### config.mk
export PLATFORM = sky130hd
export DESIGN_NAME = usr_lock_arbiter
export DESIGN_NICKNAME = d
export VERILOG_FILES = /design/src/rtl/usr_lock_arbiter.sv
export SDC_FILE = /design/constraint.sdc
export NUM_CORES = 1
export LEC_CHECK = 0
export ABC_AREA = 1
export CORE_MARGIN = 1.5
export CORE_UTILIZATION = 43
export CTS_BUF_LIST = sky130_fd_sc_hd__clkbuf_16
export CTS_CLUSTER_SIZE = 20
export DETAILED_ROUTE_END_ITERATION = 8
export PLACE_DENSITY = 0.83
export SYNTH_ARGS = -nofsm -noshare
export SYNTH_HDL_FRONTEND = slang
export SYNTH_SLANG_ARGS = --single-unit
### constraint.sdc
create_clock -name clk -period 2.6 [get_ports clk]
set_clock_uncertainty 0.2 [all_clocks]
set_input_delay 0.39 -clock clk [delete_from_list [all_inputs] [get_ports clk]]
set_output_delay 0.39 -clock clk [all_outputs]
set_load 0.05 [all_outputs]
### src/rtl/usr_lock_arbiter.sv
// Round-robin write-lock arbiter guarding one shared DATA_W-bit register among four users.
// Grant/ack/err/timeout appear one cycle after the request; requests made while owned are not queued.
module usr_lock_arbiter #(
  parameter int DATA_W  = 8,
  parameter int TIMEOUT = 16
) (
  input  logic                clk,
  input  logic                rst_n,
  input  logic [3:0]          lock_req,
  input  logic [3:0]          unlock,
  input  logic [3:0]          wr_en,
  input  logic [4*DATA_W-1:0] wr_data,
  output logic [3:0]          lock_gnt,
  output logic [1:0]          owner_id,
  output logic                locked,
  output logic [DATA_W-1:0]   data_out,
  output logic                wr_ack,
  output logic                wr_err,
  output logic                timeout
);

  typedef enum logic {IDLE = 1'b0, OWNED = 1'b1} state_t;

  localparam logic [7:0] CNT_LAST = 8'(TIMEOUT - 1);

  state_t              state_q, state_d;
  logic [1:0]          owner_q, owner_d;
  logic [7:0]          cnt_q, cnt_d;
  logic [DATA_W-1:0]   data_q, data_d;
  logic                wr_ack_q, wr_ack_d;
  logic                wr_err_q, wr_err_d;
  logic                timeout_q, timeout_d;

  logic [1:0]          winner;
  logic                owner_wr;
  logic                owner_unl;
  logic [3:0]          owner_oh;

  always_ff @(posedge clk or negedge rst_n) begin
    if (!rst_n) begin
      state_q   <= IDLE;
      owner_q   <= 2'd3;
      cnt_q     <= 8'd0;
      data_q    <= '0;
      wr_ack_q  <= 1'b0;
      wr_err_q  <= 1'b0;
      timeout_q <= 1'b0;
    end else begin
      state_q   <= state_d;
      owner_q   <= owner_d;
      cnt_q     <= cnt_d;
      data_q    <= data_d;
      wr_ack_q  <= wr_ack_d;
      wr_err_q  <= wr_err_d;
      timeout_q <= timeout_d;
    end
  end

  // Search starts just past the last owner so every requester gets a turn.
  always_comb begin
    winner = owner_q;
    for (int k = 4; k >= 1; k--) begin
      if (lock_req[2'(owner_q + 2'(k))]) winner = 2'(owner_q + 2'(k));
    end
  end

  assign owner_oh  = 4'b0001 << owner_q;
  assign owner_wr  = (state_q == OWNED) && wr_en[owner_q];
  assign owner_unl = (state_q == OWNED) && unlock[owner_q];

  always_comb begin
    state_d   = state_q;
    owner_d   = owner_q;
    cnt_d     = cnt_q;
    timeout_d = 1'b0;
    case (state_q)
      IDLE: begin
        if (|lock_req) begin
          state_d = OWNED;
          owner_d = winner;
          cnt_d   = 8'd0;
        end
      end
      OWNED: begin
        cnt_d = owner_wr ? 8'd0 : cnt_q + 8'd1;
        if (owner_unl) begin
          state_d = IDLE;
        end else if (!owner_wr && cnt_q == CNT_LAST) begin
          state_d   = IDLE;
          timeout_d = 1'b1;
        end
      end
      default: state_d = IDLE;
    endcase
  end

  always_comb begin
    data_d   = data_q;
    wr_ack_d = owner_wr;
    if (owner_wr) data_d = wr_data[owner_q*DATA_W +: DATA_W];
    if (state_q == OWNED) wr_err_d = |(wr_en & ~owner_oh);
    else                  wr_err_d = |wr_en;
  end

  always_comb begin
    lock_gnt = (state_q == OWNED) ? owner_oh : 4'b0000;
    locked   = (state_q == OWNED);
    owner_id = owner_q;
    data_out = data_q;
    wr_ack   = wr_ack_q;
    wr_err   = wr_err_q;
    timeout  = timeout_q;
  end

endmodule

==> run metrics, run 1 <==
post-synthesis sequential area ratio=between 30% and 40%; max incr delay on CP=between 0.5 and 0.6 ns; critical path, cell by cell=buf_4 > inv_2 > ha_1 > nand2_1 > inv_1 > buf_12; Tmin final=approximately 2.3 ns; Hold Fails Final Rpt=0; setup TNS=0 ns; Clock Latency Late Sink=roughly 0.25 ns; Synth top cells by count=74 x nand2_1, 28 x nor2_1, 23 x o21ai_0, 20 x dfrtp_1, 17 x inv_1; Distinct cells, synth=28; R2R setup slack=about 0.57 ns; fraction of synthesized area in multiplexers=0%; DRT Pass-1 Iters=6; adder-cell share of the synthesized area=4.12%; Logic pwr share=a little over three fifths; post-detail-place hpwl=~3000 µm; DR vias=about 1.6k; Worst Hold Class=in -> async; Sw Ratio=49.9%; Slew @ Worst Pin=0.524 ns; Post-synth EDFFs=0; CTS tree=yes; WL met2=2020 µm; CTS max path bufs=2; post-route ant nets=0; largest net degree at the start of global routing=29; Synth Warn #=0; Layout area overhead=51.0%; number of synthesized register bits=22; drt wl/cell=between 10 and 15 µm; global route total overflow=0; Initial Utilization=between 40 and 50%; largest family of logic cells by synthesized area=simple AND/OR/NAND/NOR gates; Antenna Cells=0; met1 WL=between 1500 and 2000 µm; vias in the first global route=around 1.5k; core area=about 3400 µm²; Syn Inst Count=221; internal cell power=roughly 1.4 mW; Max stage delay cell, worst path=dfstp_2; Main synth FF type=dfrtp_1; die height=approximately 62 µm; Seq pwr share=between 20% and 30%; IO Count=64; post-cts resize count=0; number of post-CTS setup repair buffers=0; Critical Path AT=~1.7 ns; worst vdd ir=roughly 0.00052 V; Slew HR=65.0%; Clk network pwr share=between 15 and 20%; die footprint=between 3000 and 4000 µm²; clock sink count=22; Final setup viols=0; Die W=62.4 µm; RePlAce Congestion=approximately 0.83; area fraction of the dominant cell type after synthesis=approximately a third; Hold Buf Count CTS=0; 1st-iter DRT viols=slightly above 50; crit end category=output port; share of layout cells above drive strength 1=under 10%; Clock Pin Slew Worst Setup and Hold Paths=around 0.060 ns; Row Count=21; achievable clock frequency=0.440 GHz; Max Used Layer=met4; first-pass GRT wire length=approximately 6700 µm; Req. time, crit path=around 2 ns; Compound-Gate Fraction of Synth Area=around 14%; Filler cells=approximately 320; area leader, netlist=dfrtp_1; DR DRC count=0; worst-path maximum fanout=13; Synth Area in XOR/XNOR=between 1.5 and 2%; CTS root buffer=clkbuf_16; port bufs=between 60 and 70; fin crit share=between 80% and 90%; Power Dens Cells=1180 nW/µm²; vias per std cell=5.00; Routed met3 length=~260 µm; max-slew violations=0; outcome=finished clean; CTS Buf Count=3; final net count=between 300 and 400; switching pwr=approximately 1.4 mW; critical path startpoint category=register; Routed Wire Length=4000 µm; synth top area cells=dfrtp_1 33%, nand2_1 18%, o21ai_0 7.6%, nor2_1 6.9%, inv_1 4.2%; syn_nets=about 270; Synth Area in Simple Gates=~34%; kind of critical path=reg -> out; initial antenna violation count=0; async set-reset flop share out of synthesis=between 90% and 100%; most frequent cell after synthesis=nand2_1; RSZ-0062 raised after global routing=false; Place WS=between 0.5 and 0.6 ns; H-tree depth=1; max-cap violation count=0; leakage=1.09 nW; Worst Slack Setup Final=between 0.3 and 0.4 ns; mapped cell area=approximately 1500 µm²; Avg Synthesized Cell Area=~6.9 µm²; gr usage total=21.1%
[stage by stage]
stage / util [%] / std cells / hold WS (ns) / power (mW) / area, µm²
after detailed placement: 65.1 / 325 / 0.270 / 2.29 / 2190
final: 68.2 / 329 / 0.281 / 2.72 / 2290
after global routing: 68.2 / 329 / 0.309 / 2.91 / 2290
after floorplan: - / 221 / -0.106 / 1.80 / 1520
after global placement: 65.1 / 325 / 0.268 / 2.25 / 2190
after CTS: 68.2 / 329 / 0.291 / 2.73 / 2290
[cell families (layout without fill, tap and decap cells)]
kind of cell | Yosys count | count (layout)
fa+ha+maj | 5 | 5
flops | 22 | 22
buf+inv | 29 | 91
xor+xnor | 3 | 3
simple gates | 122 | 122
compound gates | 40 | 40
[state kept, by name (all words and copies together) (netlist names)]
signal and count:
cnt_q 8, data_out 8, locked 1, owner_id 2, timeout 1, wr_ack 1
wr_err 1
[placed cells by master, fill, tap and decap left out, types with 2 or more instances in the layout]
cell type         n
nand3_2           3
a21oi_1           4
buf_4             6
inv_1            17
o21ai_0          23
xnor2_1           2
dfrtp_1          20
nand3_1          10
clkbuf_16         3
ha_1              5
clkdlybuf4s50_1  58
o22ai_1           8
dfstp_2           2
nor3_1            3
o21ai_1           3
inv_2             2
buf_12            2
nor2_1           28
nand2_1          74
[worst max-delay path, delay by kind of cell, from the launching register on]
kind                       cells  cell delay (ns)
buffers and inverters          4             0.55
DFF                            1             0.56
adders and majority gates      1             0.22
and+or+nand+nor                1             0.10
[power by group through the flow]
stage,sequential (mW),combinational (mW),clock (mW)
2_1_floorplan,0.867,0.938,0
3_3_place_gp,0.572,1.68,0
3_5_place_dp,0.569,1.72,0
4_1_cts,0.572,1.72,0.431
5_1_grt,0.587,1.87,0.454
6_report,0.574,1.72,0.426
[routing by layer]
layer / vias up / global-route usage, %
li1: 834 / -
met2: 60 / 37.6
met1: 745 / 26.9
met3: 6 / 4.14
met4: 0 / 3.61
met5: - / 0
[path summary, 6_finish.rpt]
path | end | start | depth (start not counted)
max reg2reg | owner_id[0]$_DFFE_PN1P_ | owner_id[1]$_DFFE_PN1P_ | 11
min reg2reg | data_out[4]$_DFFE_PN0P_ | data_out[4]$_DFFE_PN0P_ | 2
max in group asynchronous | owner_id[1]$_DFFE_PN1P_ | rst_n | 2
min in group clk | data_out[4]$_DFFE_PN0P_ | data_out[4]$_DFFE_PN0P_ | 2
max | lock_gnt[1] | owner_id[1]$_DFFE_PN1P_ | 6
min | timeout$_DFF_PN0_ | rst_n | 2
[final cells by class]
cell class	instances	area, µm²	area share (%)
Inverter	21	86.3	3.76
Sequential cell	22	553	24.1
Tap cell	46	57.6	2.51
Clock inverter	1	30.0	1.31
Multi-Input combinational cell	170	826	36.0
Timing Repair Buffer	66	666	29.0
Clock buffer	3	75.1	3.27
(Power assumes the default switching activity.)
==> inputs of run 2 (changes only) <==
--- a/config.mk
+++ b/config.mk
@@ -11,7 +11,7 @@
 export CTS_BUF_LIST = sky130_fd_sc_hd__clkbuf_16
 export CTS_CLUSTER_SIZE = 20
 export DETAILED_ROUTE_END_ITERATION = 8
-export PLACE_DENSITY = 0.83
+export PLACE_DENSITY = 0.81
 export SYNTH_ARGS = -nofsm -noshare
 export SYNTH_HDL_FRONTEND = slang
 export SYNTH_SLANG_ARGS = --single-unit
==> run 2 against run 1 <==
Global-route usage shrank 0.56 points. Clock power rose by 2%. Clock-buffer cell count stayed put. First-iteration DRC count grew 35%. Register-to-register slack worse by 0.03 ns. Flip-flop and latch count did not move. Critical path type unchanged. Critical endpoint is now owner_id[1]. Highest routed layer unchanged.
==> run metrics, run 2 (synthesis gave the netlist of run 1 again) <==
first-pass GRT wire length=6590 µm (-1.9%); worst vdd ir=0.000696 V (+33%); WHS=0.278 ns (-0.00283 ns); CTS Buf Count=3 (unchanged); max-cap violation count=0 (unchanged); critical path, cell by cell=clkdlybuf4s50_1; Register-to-Register Path Depth=10 (-1); max-slew violations=0 (unchanged); Hold Buf Count CTS=0 (unchanged); Slew @ Worst Pin=0.560 ns (+0.0362 ns); post-layout util=68.0% (-0.22 points); final net count=334 (-0.30%); DR DRC count=0 (unchanged); Routed Wire Length=3870 µm (-3.2%); gr usage total=20.6% (-0.56 points); Antenna Cells=0 (unchanged); Seq pwr share=22.0% (+0.9 points); Tmin final=2.43 ns (+0.156 ns); post-route ant nets=0 (unchanged); Logic pwr share=62.0% (-1.2 points); Power Dens Cells=1180 nW/µm² (-0.10%); worst-path maximum fanout=16 (+3); Sw Ratio=50.1% (+0.19 points); Clock Latency Late Sink=0.26 ns (about the same); CTS max path bufs=2 (unchanged); Max stage delay cell, worst path=clkdlybuf4s50_1; delay-heaviest family, CP=buffers and inverters; internal cell power=1.35 mW (-0.80%); post-cts resize count=0 (unchanged); largest net degree at the start of global routing=29 (unchanged); initial antenna violation count=0 (unchanged); DR vias=1,644 (-0.061%); switching pwr=1.35 mW (about the same); vias in the first global route=1,505 (-1.1%); Initial Utilization=45.2% (unchanged); DRT Pass-1 Iters=4 (-2); outcome=finished clean; vias per std cell=5.01 (+0.24%); CTS root buffer=clkbuf_16; commonest non-fill, non-tap cells in the layout=74 x nand2_1, 58 x clkdlybuf4s50_1, 28 x nor2_1, 23 x o21ai_0, 20 x dfrtp_1; Req. time, crit path=2.01 ns (about the same); port bufs=63 (unchanged); Slew HR=62.5% (-2.4 points); Worst Hold Class=reg -> reg; fin crit share=93.4% (+6.0 points); Row Count=21 (unchanged); core area=3360 µm² (unchanged); share of layout cells above drive strength 1=8.16% (-0.32 points); achievable clock frequency=0.412 GHz (-6.4%); leakage=1.09 nW (-0.45%); 1st-iter DRT viols=69 (+35%); Post-Layout Cell Count=328 (-0.30%); drt wl/cell=11.8 µm (-2.9%); setup TNS=0 ns (unchanged); most common cell after layout, fill and taps aside=nand2_1; post-detail-place hpwl=2840 µm (-5.8%); Total Power Consumption=2.70 mW (-0.43%); max incr delay on CP=0.86 ns (+0.30 ns); CP bufs+invs=1 (-3); Clock Pin Slew Worst Setup and Hold Paths=0.06 ns (about the same); Critical Path AT=1.84 ns (+0.16 ns); Levels on crit path=1 (-5); die height=62.4 µm (unchanged); global route total overflow=0 (unchanged); Clk network pwr share=16.0% (+0.3 points); Hold Fails Final Rpt=0 (unchanged); kind of critical path=reg -> out; RSZ-0062 raised after global routing=false; H-tree depth=1 (unchanged); CTS tree=yes; RePlAce Congestion=0.836 (+1.4%); worst hold stages=2; Die W=62.4 µm (unchanged); number of post-CTS setup repair buffers=0 (unchanged); Placed Instances=324 (-0.31%); critical path startpoint category=register; die footprint=3900 µm² (unchanged); IO Count=64 (unchanged); clock sink count=22 (unchanged); Final setup viols=0 (unchanged); Layout area overhead=50.5%; crit end category=output port
[run 2: changes by cell type in the layout (fill, tap and decap cells not counted)]
| cell | change |
|---|---|
| buf_4 | -1 |
[run 2: cell type report]
class	instances	area, µm²
fill	303	1080
tap	46	57.6
inverter	21	86.3
clock inverter	1	30.0
timing repair buffer	65	658
multi-input combinational	170	826
clock buffer	3	75.1
sequential	22	553
[run 2: stage by stage]
step                area [µm²]  worst slack [ns]
floorplan                 1520             0.452
global placement          2180             0.463
detailed placement        2180             0.452
CTS                       2290             0.172
global route              2290             0.142
finish                    2290             0.173
[run 2: metal layers]
| layer | track usage [%] | wire length (µm) | up-vias |
|---|---|---|---|
| li1 | - | - | 833 |
| met1 | 25.5 | 1640 | 749 |
| met2 | 36.3 | 1940 | 58 |
| met3 | 5.77 | 272 | 4 |
| met4 | 3.33 | 23 | 0 |
| met5 | 0 | 0 | - |
[run 2: worst paths after layout]
check	slack, ns	to	start
min in group asynchronous	0.29	cnt_q[4]$_DFFE_PN0P_	rst_n
max in group asynchronous	1.63	owner_id[1]$_DFFE_PN1P_	rst_n
setup / recovery	0.17	owner_id[1]	owner_id[1]$_DFFE_PN1P_
setup reg to reg	0.54	owner_id[0]$_DFFE_PN1P_	owner_id[1]$_DFFE_PN1P_
hold / removal	0.28	data_out[7]$_DFFE_PN0P_	data_out[7]$_DFFE_PN0P_
hold reg to reg	0.28	data_out[7]$_DFFE_PN0P_	data_out[7]$_DFFE_PN0P_
[run 2: power groups by stage]
stage	sequential (mW)	combinational (mW)	clock, mW
after detailed placement	0.596	1.68	0
after global routing	0.606	1.83	0.456
after global placement	0.596	1.65	0
after CTS	0.595	1.68	0.443
final	0.596	1.68	0.433
after floorplan	0.867	0.938	0
==> inputs of run 3 (changes only) <==
--- a/config.mk
+++ b/config.mk
@@ -6,7 +6,7 @@
 export NUM_CORES = 1
 export LEC_CHECK = 0
 export ABC_AREA = 1
-export CORE_MARGIN = 1.5
+export CORE_MARGIN = 5
 export CORE_UTILIZATION = 43
 export CTS_BUF_LIST = sky130_fd_sc_hd__clkbuf_16
 export CTS_CLUSTER_SIZE = 20
==> run 3 against run 2 <==
Flip-flop and latch count unchanged. Cell area increased by 0.33%. Die area up 24%. Register-to-register slack improved by 0.02 ns. Worst hold slack improved by 0.0027 ns. Global-route usage shrank 2.6 points. Fmax is 6.5% higher. Core utilization decreased by 0.31 points. Cell count grew 0.30%. Critical endpoint is now lock_gnt[0]. Largest cell class unchanged. Highest routed layer unchanged.
==> run metrics, run 3 (synthesis gave the netlist of run 1 again) <==
outcome=finished clean; post-detail-place hpwl=3070 µm (+8.2%); RSZ-0062 raised after global routing=false; clock sink count=22 (unchanged); cell area after layout=2290 µm² (+0.33%); Worst Hold Class=reg -> reg; critical path startpoint category=register; Critical Path AT=1.69 ns (-0.15 ns); setup TNS=0 ns (unchanged); port bufs=63 (unchanged); max incr delay on CP=0.52 ns (-0.34 ns); drt wl/cell=12.8 µm (+8.5%); vias in the first global route=1,671 (+11%); worst-path maximum fanout=15 (-1); Slew @ Worst Pin=0.516 ns (-0.0439 ns); post-layout util=67.7% (-0.31 points); internal cell power=1.36 mW (+0.96%); crit end category=output port; number of post-CTS setup repair buffers=0 (unchanged); vias per std cell=4.93 (-1.6%); CTS Buf Count=3 (unchanged); worst vdd ir=0.000640 V (-8.0%); CTS tree=yes; Post-Layout Cell Count=329 (+0.30%); Most Frequent Cell on Critical Path=buf_4; Clk network pwr share=16.0% (about the same); Layout area overhead=51.0%; initial antenna violation count=0 (unchanged); leakage=1.09 nW (+0.46%); Routed Wire Length=4210 µm (+8.8%); post-cts resize count=0 (unchanged); max-cap violation count=0 (unchanged); Seq pwr share=20.6% (-1.4 points); Row Count=21 (unchanged); CTS root buffer=clkbuf_16; most common cell after layout, fill and taps aside=nand2_1; Initial Utilization=44.8% (-0.35 points); largest net degree at the start of global routing=29 (unchanged); switching pwr=1.38 mW (+1.6%); share of layout cells above drive strength 1=8.48% (+0.32 points); DRT Pass-1 Iters=6 (+2); IO Count=64 (unchanged); Clock Latency Late Sink=0.26 ns (about the same); Clock Pin Slew Worst Setup and Hold Paths=0.06 ns (about the same); die height=69.4 µm (+11%); global route total overflow=0 (unchanged); post-route ant nets=0 (unchanged); Max stage delay cell, worst path=dfstp_2; Slew HR=65.5% (+3.0 points); Power Dens Cells=1190 nW/µm² (+0.96%); achievable clock frequency=0.439 GHz (+6.5%); Final setup viols=0 (unchanged); WHS=0.281 ns (+0.00269 ns); first-pass GRT wire length=7210 µm (+9.4%); Placed Instances=325 (+0.31%); Logic pwr share=63.4% (+1.4 points); Sw Ratio=50.2% (+0.16 points); fin crit share=87.6% (-5.7 points); critical path, cell by cell=buf_4 > inv_2 > ha_1 > nand2_1 > inv_1 > buf_4; H-tree depth=1 (unchanged); CTS max path bufs=2 (unchanged); DP Area=2190 µm² (+0.34%); DR DRC count=0 (unchanged); Hold Buf Count CTS=0 (unchanged); commonest non-fill, non-tap cells in the layout=74 x nand2_1, 58 x clkdlybuf4s50_1, 28 x nor2_1, 23 x o21ai_0, 20 x dfrtp_1; Total Power Consumption=2.74 mW (+1.3%); max-slew violations=0 (unchanged); Place WS=0.601 ns (+0.149 ns); die footprint=4820 µm² (+24%); core area=3390 µm² (+0.78%); Die W=69.4 µm (+11%); Worst Slack Setup Final=0.322 ns (+0.149 ns); kind of critical path=reg -> out; Antenna Cells=0 (unchanged); Tmin final=2.28 ns (-0.149 ns); Req. time, crit path=2.01 ns (about the same); Hold Fails Final Rpt=0 (unchanged); final net count=335 (+0.30%); RePlAce Congestion=0.869 (+3.9%); DR vias=1,622 (-1.3%); gr usage total=18.0% (-2.6 points); 1st-iter DRT viols=95 (+38%)
## run 3: changes by cell type in the layout (fill, tap and decap cells not counted), sizes merged
cell | before | now
buf | 7 | 8
## run 3: routing by layer
metal  vias to the layer above  wire (µm)  global-route usage (%)
met5                         -          0                       0
met4                         0         44                    6.07
met3                         4        365                    5.65
met2                        55       1970                    30.4
met1                       729       1830                    21.5
li1                        834          -                       -
## run 3: worst paths after layout
path / endpoint / cells after the start / from / slack [ns]
setup / recovery: lock_gnt[0] / 6 / owner_id[1]$_DFFE_PN1P_ / 0.32
hold / removal: data_out[2]$_DFFE_PN0P_ / 2 / data_out[2]$_DFFE_PN0P_ / 0.28
setup reg to reg: owner_id[0]$_DFFE_PN1P_ / 11 / owner_id[1]$_DFFE_PN1P_ / 0.56
hold reg to reg: data_out[2]$_DFFE_PN0P_ / 2 / data_out[2]$_DFFE_PN0P_ / 0.28
max in group asynchronous: owner_id[0]$_DFFE_PN1P_ / 2 / rst_n / 1.63
min in group asynchronous: cnt_q[5]$_DFFE_PN0P_ / 2 / rst_n / 0.29
## run 3: power groups by stage
stage	clock network (mW)	logic, mW	registers, mW
6_report	0.438	1.74	0.566
5_1_grt	0.453	1.91	0.583
4_1_cts	0.439	1.75	0.565
3_5_place_dp	0	1.73	0.563
3_3_place_gp	0	1.70	0.564
2_1_floorplan	0	0.938	0.867
## run 3: cell type report
cell class                 instances  area, µm²
inverter                          21       86.3
timing repair buffer              66        666
tap                               46       57.6
clock inverter                     1       30.0
multi-input combinational        170        826
clock buffer                       3       75.1
sequential                        22        553
fill                             260       1100
## run 3: worst max-delay path, delay by kind of cell (launching register included)
| family | cells | cell delay (ns) |
|---|---|---|
| fa+ha+maj | 1 | 0.22 |
| buf+inv | 4 | 0.59 |
| simple gates | 1 | 0.10 |
| flops | 1 | 0.52 |
